**config.mk**
```make
export PLATFORM = sky130hd
export DESIGN_NAME = poly_ram_2r2w
export DESIGN_NICKNAME = d
export VERILOG_FILES = /design/src/rtl/poly_ram_2r2w_pkg.sv /design/src/rtl/poly_ram_rd_port.sv /design/src/rtl/poly_ram_2r2w.sv
export SDC_FILE = /design/constraint.sdc
export NUM_CORES = 2
export LEC_CHECK = 0
export CELL_PAD_IN_SITES_DETAIL_PLACEMENT = 0
export CELL_PAD_IN_SITES_GLOBAL_PLACEMENT = 2
export CORE_MARGIN = 3
export CORE_UTILIZATION = 46
export CTS_CLUSTER_DIAMETER = 60
export DETAILED_ROUTE_END_ITERATION = 12
export HOLD_SLACK_MARGIN = 0.02
export MAX_ROUTING_LAYER = met4
export PLACE_DENSITY_LB_ADDON = 0.1
export SLEW_MARGIN = 30
export SYNTH_ARGS = -nofsm -noshare
export SYNTH_HDL_FRONTEND = slang
export SYNTH_HIERARCHICAL = 1
export SYNTH_SLANG_ARGS = --single-unit
```
**constraint.sdc**
```tcl
create_clock -name clk -period 54.7 [get_ports clk]
set_input_delay 10.94 -clock clk [delete_from_list [all_inputs] [get_ports clk]]
set_output_delay 10.94 -clock clk [all_outputs]
set_load 0.05 [all_outputs]
```
**src/rtl/poly_ram_2r2w_pkg.sv**
```systemverilog
// Shared constants and types for the Kyber coefficient store and the NTT units.
package poly_ram_2r2w_pkg;
  localparam int DATA_W = 16;
  localparam int ADDR_W = 16;

  typedef logic [DATA_W-1:0] coef_t;

  // The depth can be 65536, so compare with one extra bit to avoid overflow.
  function automatic logic addr_ok(input logic [ADDR_W-1:0] addr, input int depth);
    return {1'b0, addr} < (ADDR_W+1)'(depth);
  endfunction
endpackage

```
**src/rtl/poly_ram_rd_port.sv**
```systemverilog
// One synchronous read port: range check, output register, hold when disabled.
module poly_ram_rd_port
  import poly_ram_2r2w_pkg::*;
#(
  parameter int DEPTH = 64
) (
  input  logic              clk,
  input  logic              reset,
  input  logic              en,
  input  logic [ADDR_W-1:0] addr,
  input  coef_t             word,
  output coef_t             dout
);

  logic hit;
  assign hit = addr_ok(addr, DEPTH);

  // Out-of-range reads return 0 rather than an aliased word.
  always_ff @(posedge clk or posedge reset) begin
    if (reset)   dout <= '0;
    else if (en) dout <= hit ? word : '0;
  end

endmodule

```
**src/rtl/poly_ram_2r2w.sv**
```systemverilog
// Flop-array coefficient store: two read ports, two write ports, read-first.
module poly_ram_2r2w
  import poly_ram_2r2w_pkg::*;
#(
  parameter int DEPTH  = 64,
  parameter int DATA_W = 16,
  parameter int ADDR_W = 16
) (
  input  logic              clk,
  input  logic              reset,
  input  logic              r1_en,
  input  logic              r2_en,
  input  logic              w1_en,
  input  logic              w2_en,
  input  logic [ADDR_W-1:0] r1_addr,
  input  logic [ADDR_W-1:0] r2_addr,
  input  logic [ADDR_W-1:0] w1_addr,
  input  logic [ADDR_W-1:0] w2_addr,
  input  logic [DATA_W-1:0] d1_in,
  input  logic [DATA_W-1:0] d2_in,
  output logic [DATA_W-1:0] d1_out,
  output logic [DATA_W-1:0] d2_out
);

  localparam int IDX_W = (DEPTH > 1) ? $clog2(DEPTH) : 1;

  logic [DEPTH-1:0][DATA_W-1:0] mem;
  logic [IDX_W-1:0] w1_idx, w2_idx, r1_idx, r2_idx;
  logic             w1_ok, w2_ok;

  assign w1_idx = w1_addr[IDX_W-1:0];
  assign w2_idx = w2_addr[IDX_W-1:0];
  assign r1_idx = r1_addr[IDX_W-1:0];
  assign r2_idx = r2_addr[IDX_W-1:0];
  assign w1_ok  = w1_en && addr_ok(w1_addr, DEPTH);
  assign w2_ok  = w2_en && addr_ok(w2_addr, DEPTH);

  // Port 2 is applied last, so it wins a same-address collision.
  always_ff @(posedge clk or posedge reset) begin
    if (reset) begin
      mem <= '0;
    end else begin
      if (w1_ok) mem[w1_idx] <= d1_in;
      if (w2_ok) mem[w2_idx] <= d2_in;
    end
  end

  poly_ram_rd_port #(.DEPTH(DEPTH)) u_rd1 (
    .clk   (clk),
    .reset (reset),
    .en    (r1_en),
    .addr  (r1_addr),
    .word  (mem[r1_idx]),
    .dout  (d1_out)
  );

  poly_ram_rd_port #(.DEPTH(DEPTH)) u_rd2 (
    .clk   (clk),
    .reset (reset),
    .en    (r2_en),
    .addr  (r2_addr),
    .word  (mem[r2_idx]),
    .dout  (d2_out)
  );

endmodule

```
==> reports/results.ini <==
[synth]
ys_seq_elements=1056
yosys_warnings=6
avgSynthCellArea_um2=10.7
yosysSeqAreaShare=0.398
synth_edf_count=0
synthFlopType=dfrtp_1
netlist_area_um2=66400
async_reset_ff_frac=1.00
synth.distinct_cells=52
syn_inst=6202
syn-num-nets=6304

[floorplan]
die-area_um2=149000
die_x_um=386
num_rows=138
coreArea_um2=142000
fp.dieH_um=386
io_pins=134
initial_core_util=0.466

[cts]
cts_resized=0
cts_root_buf=clkbuf_16
cts_max_level=4
clk_latency_ns=0.77
post_cts_buffers=0
clock-sinks=1056
tritoncts=done
ctsHoldBuffers=0
clkTransAtPathRegs_ns=0.06
cts_max_path_buffers=3
cts_buffers=137

[worst_setup_path]
startpoint_type=input port
critical_path_class=input port to flop
worst_r2r_endpoint=u_rd2/dout[11]
required_ns=55.32
crit_arrival_ns=15.16
critPathCaptureType=flop
r2r_slack_ns=52.05
reg2regPathDepth=7
critPathMaxFanout=69
r2r_start=mem[107]

[global_routing]
grt_use_met1=0.520
grt_use_total=0.378
grt_overflow=0
busiest_layer=met2
grt_pass1_vias=49500
gr-usage-met3=0.0841
met2_usage=0.549
grt_pass1_wl_um=390000
grt_start_max_net_pins=157
antenna_found_initial=21

[timing]
fmax_ghz=0.0688
clock_skew_ns=0.0247
setup_tns_ns=0
slew_viol_final=0
finalHoldViolCount=0
fin_crit_ns=14.54
worst_slack_ns=40.16
fin_crit_sh=0.266
setup_viol=0
max_slew_margin=0.257
max_slew.worst_pin.slew_ns=1.11
rsz0062_at_grt=false

[run_status]
status=finished, final reports clean

[layout]
final_cells=7982
fin_nets=6072
drive_above_1_share=0.189
final_cell_mix=mux2i_1 (1150), dfrtp_1 (1056), nand2_1 (835), o21ai_0 (766), mux4_2 (498)
layout_commonest_cell=mux2i_1
area_delta_synth_final_pct=11.0
final_util=0.518

[placement]
io_buffers=133
dp.final_hpwl_um=168000
gp_congestion=0.932
placed_cells=7713
pre_cts_slack_ns=39.23

[hold_path]
min-delay-start=u_rd2/dout[10]
hold_class=flop to flop
hold_end=u_rd2/dout[10]
hold_depth=2

[route]
drtAntennaViolNets=0
vias=51900
via_per_inst=6.50
route.detailed.drc=0
wirelength_um=273000
avgRoutedWirePerCell_um=34.2
first_pass_iters=6
drtIter0Drc=6190

[pwr]
power_mw=1.87
p_leak_nw=30.3
power.density_nw_per_um2=25.4
max-vdd-ir-drop_uv=23.9

[run]
drv_cap=0

==> worst max-delay path: stages <==
cell	delay, ns
buf_8	0.43
buf_4	0.78
buf_4	0.84
mux4_2	0.41
a22oi_1	0.32
nand3_1	0.46
o21ai_0	0.57
a211oi_1	0.09
inv_1	0.10
o22ai_1	0.07
==> sequential cells by signal, summed over array words and instances, names as in the netlist <==
signal / count
u_rd2/dout: 16
mem: 1024
u_rd1/dout: 16
==> through the flow <==
stage                     hold WS, ns  instance area (um2)
after floorplan                 0.527                66400
after global placement          0.524                68800
after detailed placement        0.527                68900
after CTS                       0.535                73500
after global routing            0.564                73700
final                           0.532                73700
==> cell families after synthesis <==
| group | after synthesis | share of synthesized area |
|---|---|---|
| AOI/OAI and AO/OA | 1321 | 0.109 |
| buffers and inverters | 799 | 0.0528 |
| DFF | 1056 | 0.398 |
| muxes | 1651 | 0.343 |
| and+or+nand+nor | 1375 | 0.0974 |
==> area by class of cell <==
type,count,area [um2]
clock buffers,207,4140
clock inverters,39,452
fillers,12500,68700
multi-input cells,4347,36900
repair buffers,359,3110
diodes,15,37.5
flip-flops and latches,1056,26400
inverters,69,267
well taps,1890,2360
==> worst max-delay path by stage <==
stage / from / endpoint
after floorplan: reset / mem[0]
after global placement: r2_addr[0] / u_rd2/dout[7]
after detailed placement: r2_addr[0] / u_rd2/dout[7]
after CTS: r2_addr[0] / u_rd2/dout[7]
after global routing: r1_addr[0] / u_rd1/dout[10]
final: r2_addr[2] / u_rd2/dout[11]
==> Yosys cell counts (58+ instances only) <==
master,count,area share
mux2i_1,1150,0.17
dfrtp_1,1056,0.40
nand2_1,835,0.047
o21ai_0,771,0.058
mux4_2,498,0.17
clkbuf_1,458,0.026
a21oi_1,282,0.021
nor2_1,272,0.015
buf_2,140,0.011
a22oi_1,96,0.011
buf_1,72,0.0041
inv_1,69,0.0039
o21ai_1,58,0.0044
==> routing by layer <==
metal | share of wire | wire [um]
met1 | 0.42 | 114000
met2 | 0.45 | 122000
met3 | 0.096 | 26200
met4 | 0.041 | 11200
met5 | 0 | 0
==> power by group <==
group | internal (mW) | switching, mW
sequential | 0.782 | 0.000505
clock | 0.556 | 0.376
combinational | 0.0369 | 0.122
No activity file was read; power rests on OpenSTA's default activity.
